[src/rtl/fetch_sequencer_if.sv]
// rtl/fetch_sequencer_if.sv - memory bus between the fetch sequencer and memory
//
// Purpose: groups the memory-port request/response signals of the fetch
// sequencer so the core and the memory model connect through one bundle.
// Signals:
//   mem_req       sequencer -> memory  access request valid
//   mem_rw        sequencer -> memory  1 = read, 0 = write
//   mem_addr      sequencer -> memory  access address
//   mem_data_out  sequencer -> memory  write data (0 outside a store)
//   mem_data_in   memory -> sequencer  read data
//   mem_ready     memory -> sequencer  current access completes this cycle
// Modports: master (sequencer side), slave (memory side).

interface fetch_sequencer_if #(
  parameter int unsigned DATA_W = 32,
  parameter int unsigned ADDR_W = 32
);

  logic              mem_req;
  logic              mem_rw;
  logic [ADDR_W-1:0] mem_addr;
  logic [DATA_W-1:0] mem_data_out;
  logic [DATA_W-1:0] mem_data_in;
  logic              mem_ready;

  modport master (
    output mem_req,
    output mem_rw,
    output mem_addr,
    output mem_data_out,
    input  mem_data_in,
    input  mem_ready
  );

  modport slave (
    input  mem_req,
    input  mem_rw,
    input  mem_addr,
    input  mem_data_out,
    output mem_data_in,
    output mem_ready
  );

endinterface

[src/rtl/fetch_sequencer.sv]
// rtl/fetch_sequencer.sv - instruction fetch/sequencing unit with wait states, store phase, branch and bus timeout
//
// Purpose: owns the program counter, the instruction register and the memory
// port. Each instruction walks FETCH -> EXEC -> (STORE) -> ADVANCE -> FETCH.
// Memory accesses may stall on mem_ready; a stall that lasts WAIT_MAX cycles
// parks the unit in FAULT until reset.
// Ports:
//   clock, reset   rising-edge clock, synchronous active-high reset
//   mem            memory bus (master side): req/rw/addr/data_out out,
//                  data_in/ready in
//   instr          instruction register
//   instr_valid    high while in EXEC
//   exec_done      datapath finished the current instruction
//   store_req      sampled with exec_done: instruction needs a memory write
//   store_addr     sampled with exec_done: write address
//   store_data     sampled with exec_done: write data
//   branch_taken   sampled with exec_done: redirect the PC
//   branch_target  sampled with exec_done: redirect address
//   pc             current program counter
//   state          FETCH=0 EXEC=1 STORE=2 ADVANCE=3 FAULT=4
//   fault          sticky bus-timeout indicator

module fetch_sequencer #(
  parameter int unsigned       DATA_W   = 32,
  parameter int unsigned       ADDR_W   = 32,
  parameter int unsigned       PC_STEP  = 1,
  parameter logic [ADDR_W-1:0] RESET_PC = '0,
  parameter int unsigned       WAIT_MAX = 15
) (
  input  logic               clock,
  input  logic               reset,

  fetch_sequencer_if.master  mem,

  output logic [DATA_W-1:0]  instr,
  output logic               instr_valid,
  input  logic               exec_done,
  input  logic               store_req,
  input  logic [ADDR_W-1:0]  store_addr,
  input  logic [DATA_W-1:0]  store_data,
  input  logic               branch_taken,
  input  logic [ADDR_W-1:0]  branch_target,

  output logic [ADDR_W-1:0]  pc,
  output logic [2:0]         state,
  output logic               fault
);

  typedef enum logic [2:0] {
    ST_FETCH   = 3'd0,
    ST_EXEC    = 3'd1,
    ST_STORE   = 3'd2,
    ST_ADVANCE = 3'd3,
    ST_FAULT   = 3'd4
  } state_t;

  // The counter only ever has to hold 0..WAIT_MAX-1: the cycle that would
  // take it to WAIT_MAX is the cycle that leaves for FAULT instead.
  localparam int unsigned WCW         = (WAIT_MAX < 2) ? 1 : $clog2(WAIT_MAX);
  localparam int unsigned WAIT_LAST_I = (WAIT_MAX > 0) ? WAIT_MAX - 1 : 0;
  localparam logic [WCW-1:0] WAIT_LAST = WCW'(WAIT_LAST_I);
  localparam logic [ADDR_W-1:0] STEP  = ADDR_W'(PC_STEP);

  state_t            state_q;
  state_t            state_d;
  logic [ADDR_W-1:0] pc_q;
  logic [ADDR_W-1:0] next_pc_q;
  logic [ADDR_W-1:0] store_addr_q;
  logic [DATA_W-1:0] store_data_q;
  logic [DATA_W-1:0] instr_q;
  logic [WCW-1:0]    wait_q;
  logic              fault_q;

  logic              timeout;
  logic              bus_phase;

  // Timeout fires on the WAIT_MAX-th consecutive unready cycle. mem_ready is
  // checked first in the next-state logic, so a completion on that same cycle
  // still wins.
  assign timeout   = (WAIT_MAX != 0) && (wait_q == WAIT_LAST);
  assign bus_phase = (state_q == ST_FETCH) || (state_q == ST_STORE);

  // Next-state and output decode
  always_comb begin
    state_d          = state_q;
    mem.mem_req      = 1'b0;
    mem.mem_rw       = 1'b1;
    mem.mem_addr     = pc_q;
    mem.mem_data_out = '0;
    instr_valid      = 1'b0;

    case (state_q)
      ST_FETCH: begin
        mem.mem_req = 1'b1;
        if (mem.mem_ready) begin
          state_d = ST_EXEC;
        end else if (timeout) begin
          state_d = ST_FAULT;
        end
      end

      ST_EXEC: begin
        instr_valid = 1'b1;
        if (exec_done) begin
          state_d = store_req ? ST_STORE : ST_ADVANCE;
        end
      end

      ST_STORE: begin
        mem.mem_req      = 1'b1;
        mem.mem_rw       = 1'b0;
        mem.mem_addr     = store_addr_q;
        mem.mem_data_out = store_data_q;
        if (mem.mem_ready) begin
          state_d = ST_ADVANCE;
        end else if (timeout) begin
          state_d = ST_FAULT;
        end
      end

      ST_ADVANCE: begin
        state_d = ST_FETCH;
      end

      ST_FAULT: begin
        state_d = ST_FAULT;
      end

      default: begin
        state_d = ST_FETCH;
      end
    endcase
  end

  // State, PC, instruction, latched store/branch results, wait counter
  always_ff @(posedge clock) begin
    if (reset) begin
      state_q      <= ST_FETCH;
      pc_q         <= RESET_PC;
      next_pc_q    <= '0;
      store_addr_q <= '0;
      store_data_q <= '0;
      instr_q      <= '0;
      wait_q       <= '0;
      fault_q      <= 1'b0;
    end else begin
      state_q <= state_d;

      if (state_d != state_q) begin
        wait_q <= '0;
      end else if (bus_phase && !mem.mem_ready) begin
        wait_q <= wait_q + 1'b1;
      end

      // Zero is a legal instruction word, so the load is unconditional on data.
      if (state_q == ST_FETCH && mem.mem_ready) begin
        instr_q <= mem.mem_data_in;
      end

      // The redirect is only computed here and applied in ADVANCE, so a
      // taken branch that also stores lets the store finish first.
      if (state_q == ST_EXEC && exec_done) begin
        next_pc_q <= branch_taken ? branch_target : pc_q + STEP;
        if (store_req) begin
          store_addr_q <= store_addr;
          store_data_q <= store_data;
        end
      end

      if (state_q == ST_ADVANCE) begin
        pc_q <= next_pc_q;
      end

      if (state_d == ST_FAULT) begin
        fault_q <= 1'b1;
      end
    end
  end

  assign pc    = pc_q;
  assign instr = instr_q;
  assign state = state_q;
  assign fault = fault_q;

endmodule

[src/flat_wrapper.sv]
// flat-port wrapper written by rule: the top's interface ports become plain ports
module fetch_sequencer_flat 
#(
  parameter int unsigned       DATA_W   = 32,
  parameter int unsigned       ADDR_W   = 32,
  parameter int unsigned       PC_STEP  = 1,
  parameter logic [ADDR_W-1:0] RESET_PC = '0,
  parameter int unsigned       WAIT_MAX = 15
)
  (clock, reset, instr, instr_valid, exec_done, store_req, store_addr, store_data, branch_taken, branch_target, pc, state, fault, mem_mem_req, mem_mem_rw, mem_mem_addr, mem_mem_data_out, mem_mem_data_in, mem_mem_ready);
  fetch_sequencer_if #(.DATA_W(DATA_W), .ADDR_W(ADDR_W)) mem_i ();
  input  logic clock;
  input  logic reset;
  output logic [DATA_W-1:0] instr;
  output logic instr_valid;
  input  logic exec_done;
  input  logic store_req;
  input  logic [ADDR_W-1:0] store_addr;
  input  logic [DATA_W-1:0] store_data;
  input  logic branch_taken;
  input  logic [ADDR_W-1:0] branch_target;
  output logic [ADDR_W-1:0] pc;
  output logic [2:0] state;
  output logic fault;
  output wire logic [$bits(mem_i.mem_req)-1:0] mem_mem_req;
  output wire logic [$bits(mem_i.mem_rw)-1:0] mem_mem_rw;
  output wire logic [$bits(mem_i.mem_addr)-1:0] mem_mem_addr;
  output wire logic [$bits(mem_i.mem_data_out)-1:0] mem_mem_data_out;
  input wire logic [$bits(mem_i.mem_data_in)-1:0] mem_mem_data_in;
  input wire logic [$bits(mem_i.mem_ready)-1:0] mem_mem_ready;
  assign mem_mem_req = mem_i.mem_req;
  assign mem_mem_rw = mem_i.mem_rw;
  assign mem_mem_addr = mem_i.mem_addr;
  assign mem_mem_data_out = mem_i.mem_data_out;
  assign mem_i.mem_data_in = mem_mem_data_in;
  assign mem_i.mem_ready = mem_mem_ready;
  fetch_sequencer #(.DATA_W(DATA_W), .ADDR_W(ADDR_W), .PC_STEP(PC_STEP), .RESET_PC(RESET_PC), .WAIT_MAX(WAIT_MAX)) u_core (.clock(clock), .reset(reset), .mem(mem_i), .instr(instr), .instr_valid(instr_valid), .exec_done(exec_done), .store_req(store_req), .store_addr(store_addr), .store_data(store_data), .branch_taken(branch_taken), .branch_target(branch_target), .pc(pc), .state(state), .fault(fault));
endmodule
[config.mk]
export PLATFORM = sky130hd
export DESIGN_NAME = fetch_sequencer_flat
export DESIGN_NICKNAME = d
export VERILOG_FILES = /design/src/rtl/fetch_sequencer_if.sv /design/src/rtl/fetch_sequencer.sv /design/src/flat_wrapper.sv
export SDC_FILE = /design/constraint.sdc
export NUM_CORES = 1
export LEC_CHECK = 0
export CORE_ASPECT_RATIO = 1.25
export CORE_UTILIZATION = 48
export DETAILED_ROUTE_END_ITERATION = 7
export PLACE_DENSITY = 0.85
export SLEW_MARGIN = 20
export SYNTH_ARGS = -nofsm -noshare
export SYNTH_HDL_FRONTEND = slang
export SYNTH_SLANG_ARGS = --single-unit
[constraint.sdc]
create_clock -name clock -period 5.15 [get_ports clock]
set_input_delay 1.2875 -clock clock [delete_from_list [all_inputs] [get_ports clock]]
set_output_delay 1.2875 -clock clock [all_outputs]
set_load 0.05 [all_outputs]
==> results <==
- The switching part of the total is 25.52%.
- The async set-or-reset flop fraction in the synthesized netlist is 0%.
- The average cell area after synthesis is 7.849 sq um.
- The startpoint of the tightest hold check path is u_core.next_pc_q[3]$_SDFFE_PP0P_.
- For this block, the routed nets add up to 22.75 mm of wire.
- The pre-antenna-repair detailed-routing pass consisted of 7 iterations.
- Clock tree synthesis inserted a total of 17 buffers.
- The number of nets in the layout is about 1300.
- The most common flop cell mapped by yosys is sky130_fd_sc_hd__dfxtp_1.
- The count of max-cap constraint violations is 0.
- Sequential cells account for 46.6% of the total power.
- The path depth of the worst reg2reg path is 7.
- The final max-slew violation count is 0.
- On the critical path, the stage with the largest delay is an instance of sky130_fd_sc_hd__clkdlybuf4s50_1.
- The post-CTS setup repair buffer count is 0.
- The power density of the placed cells is 276.9 nW/um^2.
- The worst hold path terminates at u_core.pc[3]$_SDFFE_PP0N_.
- Across all hold checks on the routed design, the worst slack comes to 450.2 ps.
- The cell-internal power is roughly 2.2 mW.
- The combinational power share is between 10% and 20%.
- The critical path capture point type is a primary output.
- In the final routed layout, each cell accounts on average for about 17 um.
- After synthesis the netlist holds a flip-flop and latch count of roughly 170.
- Together, buffers and inverters on the worst path number 2.
- The die span in x is around 110 um.
- The longest clock path from root to sink contains 2 buffers.
- The critical path goes through nor2_2 -> and2_2 -> inv_1 -> mux2_2 -> clkdlybuf4s50_1.
- The gate count of the mapped netlist is around 930.
- The number of endpoints failing setup at the final stage is 0.
- The total number of vias is between 7000 and 8000.
- The kind of cell with the highest combined delay along the critical path is buffers and inverters.
- The worst clock skew is ~9.0 ps.
- At the end of routability-driven placement, the weighted congestion stood at about 0.83.
- Cells with a size suffix above 1 make up between 7 and 8% of the layout.
- The total nets after synthesis is between 1000 and 1500.
- The number of enable flip-flop cells after synthesis is 0.
- The detail route stage leaves a number of antenna-violating nets equal to 0.
- In this run, post-CTS repair resized a total of 0 instances.
- The terminus of the critical flop-to-flop path is u_core.store_addr_q[25]$_SDFFE_PP0P_.
- In this run, post-CTS hold repair placed 0 buffers.
- The clock slew at the register clock pins of the worst setup and hold paths is about 60 ps.
- The sum of negative setup slack is 0 ps.
- For the worst setup path, the data arrival time is just under 3000 ps.
- The library cell used most frequently in the layout, excluding fill and tap cells, is sky130_fd_sc_hd__nand2_1.
- The clock net in this run drives a total of 168 sinks.
- The clock latency on the worst-skew pair is 420 ps.
- The sequential element share of the synthesized area is 45.93%.
- Yosys printed 0 warnings.
- The hold violation total from the final report was 0.
- The final critical path takes up 81.36% of the cycle.
- The flow ran to the end, but the final reports show violations.
- In this run the worst hold path is classified as flop to flop.
- The initial standard-cell utilization of the core is around half.
- The number of global-route vias before repair is between 7000 and 8000.
- The checks that failed: design-rule violations.
- STA classifies the critical path startpoint as a flop.
- The repair_antennas step left the layout with diodes totalling 0.
- VDD sags by at most approximately 0.25 mV.
- Setup repair after global routing left no endpoint under its margin.
- The initial antenna violation count is 0.
- Data on the critical path is required at its endpoint by about 3900 ps.
- The pin count of the biggest net entering global routing is 66.
- At the pin with the least slew margin, the transition time is roughly 950 ps.
- The wire length the detailed router placed on met1 is 8.761 mm.
- The global router's overall resource usage is approximately 29%.
- The die is ~140 um tall.
- The detailed router finished its first iteration with between 500 and 600 violations.
- The leakage power is around 3.8 nW.
- After floorplanning, the core was sized to cover between 10000 and 15000 sq um.
- The TritonCTS clock tree is done.
- The post-DP HPWL is between 15 and 20 mm.
- Summed over all nets, wire length on met2 after detailed routing comes to 11.56 mm.
- In the routed design, unresolved DRC markers number 2.
- The worst hold path was traced through 2 stages.
- The largest single stage delay on the critical path is 790 ps.
- Derived from the worst setup path, the maximum achievable clock frequency is around 240 MHz.
- Relative to the synthesized area, the layout overhead comes to 44.29%.
- The total overflow left after global routing is 0.
- The critical setup path kind is flop to primary output.
- The worst path needs 4190 ps of the cycle, external delays included.
- Signal routing reaches up to met4.
- The peak fanout along the critical path is 35.
- Leaving out fill and tap cells, the most frequent cells in the layout are 282 x sky130_fd_sc_hd__nand2_1, 267 x sky130_fd_sc_hd__clkdlybuf4s50_1, 168 x sky130_fd_sc_hd__dfxtp_1, 152 x sky130_fd_sc_hd__a21oi_1, 50 x sky130_fd_sc_hd__and3_1.
- The die outline area is 15760 sq um.
- The register-to-register setup slack is 2380 ps.
- The clock power share is between 40% and 50%.
- The net switching component of the power is around 750 uW.
- The first-pass GRT wire length is 35.54 mm.
- The amount of wire on met3 after detailed routing is between 1.5 and 2 mm.
- The worst flop-to-flop path startpoint is u_core.state[1]$_SDFF_PP0_.
- Headroom to the max-slew limit came out at between 30% and 40%.
- The standard-cell row count is 50.
- The I/O pin count is 269.
- The H-tree level count is 4.
- The via density per instance is 5.498.
- The number of buffer cells added on primary ports is approximately 270.
- The clock root buffer is sky130_fd_sc_hd__clkbuf_16.
- The number of unique standard cell types used by synthesis is between 40 and 50.
- The area of the mapped netlist is 7323 sq um.
==> cell usage after synthesis (2+ instances only) <==
master                     instances  share of area (%)
sky130_fd_sc_hd__ha_1              3               0.51
sky130_fd_sc_hd__dfxtp_1         168                 46
sky130_fd_sc_hd__a21oi_1         152                 10
sky130_fd_sc_hd__and3_2            2               0.20
sky130_fd_sc_hd__o21ai_0          11               0.75
sky130_fd_sc_hd__nand2b_1          3               0.26
sky130_fd_sc_hd__nand2_1         282                 14
sky130_fd_sc_hd__nor3_1           14               0.96
sky130_fd_sc_hd__nand4_1           6               0.51
sky130_fd_sc_hd__mux2i_1           2               0.27
sky130_fd_sc_hd__nor2_1           20                1.0
sky130_fd_sc_hd__xnor2_1          24                2.9
sky130_fd_sc_hd__and3_1           51                4.4
sky130_fd_sc_hd__and4_1            4               0.48
sky130_fd_sc_hd__inv_1             9               0.46
sky130_fd_sc_hd__or3_1             4               0.34
sky130_fd_sc_hd__nand3_1          19                1.3
sky130_fd_sc_hd__a21o_1            2               0.20
sky130_fd_sc_hd__buf_2            18                1.2
sky130_fd_sc_hd__clkbuf_1         53                2.7
sky130_fd_sc_hd__a31oi_1           2               0.17
sky130_fd_sc_hd__o211ai_1          5               0.51
sky130_fd_sc_hd__mux2_2           29                4.5
sky130_fd_sc_hd__a211oi_1          5               0.51
sky130_fd_sc_hd__and2_1            2               0.17
sky130_fd_sc_hd__o22ai_1          15                1.3
sky130_fd_sc_hd__xor2_1            9                1.1
==> worst reg2reg max path, cell delays in order (launching register included) <==
cell	delay [ps]
sky130_fd_sc_hd__dfxtp_1	300
sky130_fd_sc_hd__buf_4	230
sky130_fd_sc_hd__nand2b_1	260
sky130_fd_sc_hd__nor2_1	280
sky130_fd_sc_hd__nand3_2	780
sky130_fd_sc_hd__buf_4	540
sky130_fd_sc_hd__nand2_1	140
sky130_fd_sc_hd__a21oi_1	90
==> flip-flops by register name, indices dropped and copies added, names as in the netlist <==
name,count
u_core.instr,32
u_core.next_pc_q,32
u_core.pc,32
u_core.store_addr_q,32
u_core.store_data_q,32
u_core.wait_q,4
u_core.state,3
u_core.fault,1
==> stage by stage <==
| stage | util (%) | power (mW) | area (sq um) | setup WS (ps) | cells |
|---|---|---|---|---|---|
| 2_1_floorplan | - | 1.595 | 7323 | 1299 | 933 |
| 3_3_place_gp | 67.13 | 1.776 | 10040 | 1410 | 1322 |
| 3_5_place_dp | 67.13 | 1.780 | 10040 | 1370 | 1322 |
| 4_1_cts | 70.67 | 2.940 | 10570 | 895.7 | 1352 |
| 5_1_grt | 70.67 | 3.023 | 10570 | 751.4 | 1352 |
| 6_report | 70.67 | 2.926 | 10570 | 960.0 | 1352 |
==> layout make-up <==
cell class	instances	area, sq um
clock buffers	21	450.4
clock inverters	9	78.83
fillers	1182	4385
inverters	9	33.78
multi-input cells	683	3642
flip-flops and latches	168	3363
well taps	182	227.7
repair buffers	280	2770
==> worst max path at each step <==
stage	start	endpoint	cells after the start	slack, ps
4_1_cts	u_core.state[2]$_SDFF_PP0_	mem_mem_addr[31]	5	900
6_report	u_core.state[2]$_SDFF_PP0_	mem_mem_addr[31]	5	960
2_1_floorplan	u_core.state[0]$_SDFF_PP0_	mem_mem_addr[18]	6	1300
3_3_place_gp	u_core.state[2]$_SDFF_PP0_	mem_mem_addr[31]	5	1410
3_5_place_dp	u_core.state[2]$_SDFF_PP0_	mem_mem_addr[31]	5	1370
5_1_grt	u_core.state[2]$_SDFF_PP0_	mem_mem_addr[31]	5	750
==> cells by family after synthesis <==
logic type / after synthesis / share of synthesized area [%]
AOI/OAI and AO/OA: 200 / 14.90
xor gates and xnor gates: 33 / 3.947
adders and majority gates: 3 / 0.5126
buffers and inverters: 82 / 4.664
DFF: 168 / 45.93
muxes: 31 / 4.733
and+or+nand+nor: 416 / 25.32
==> per-layer routing <==
metal	track usage [%]	vias to the layer above
met3	7.313	68
li1	-	3591
met4	14.04	0
met5	0	-
met2	50.44	334
met1	31.66	3440
==> power groups by stage <==
stage / Clock (mW) / Sequential [mW] / Combinational [mW]
2_1_floorplan: 0 / 1.45 / 0.146
3_5_place_dp: 0 / 1.39 / 0.389
4_1_cts: 1.18 / 1.36 / 0.392
5_1_grt: 1.24 / 1.37 / 0.418
3_3_place_gp: 0 / 1.39 / 0.386
6_report: 1.17 / 1.36 / 0.392
No activity file was read; power rests on OpenSTA's default activity.
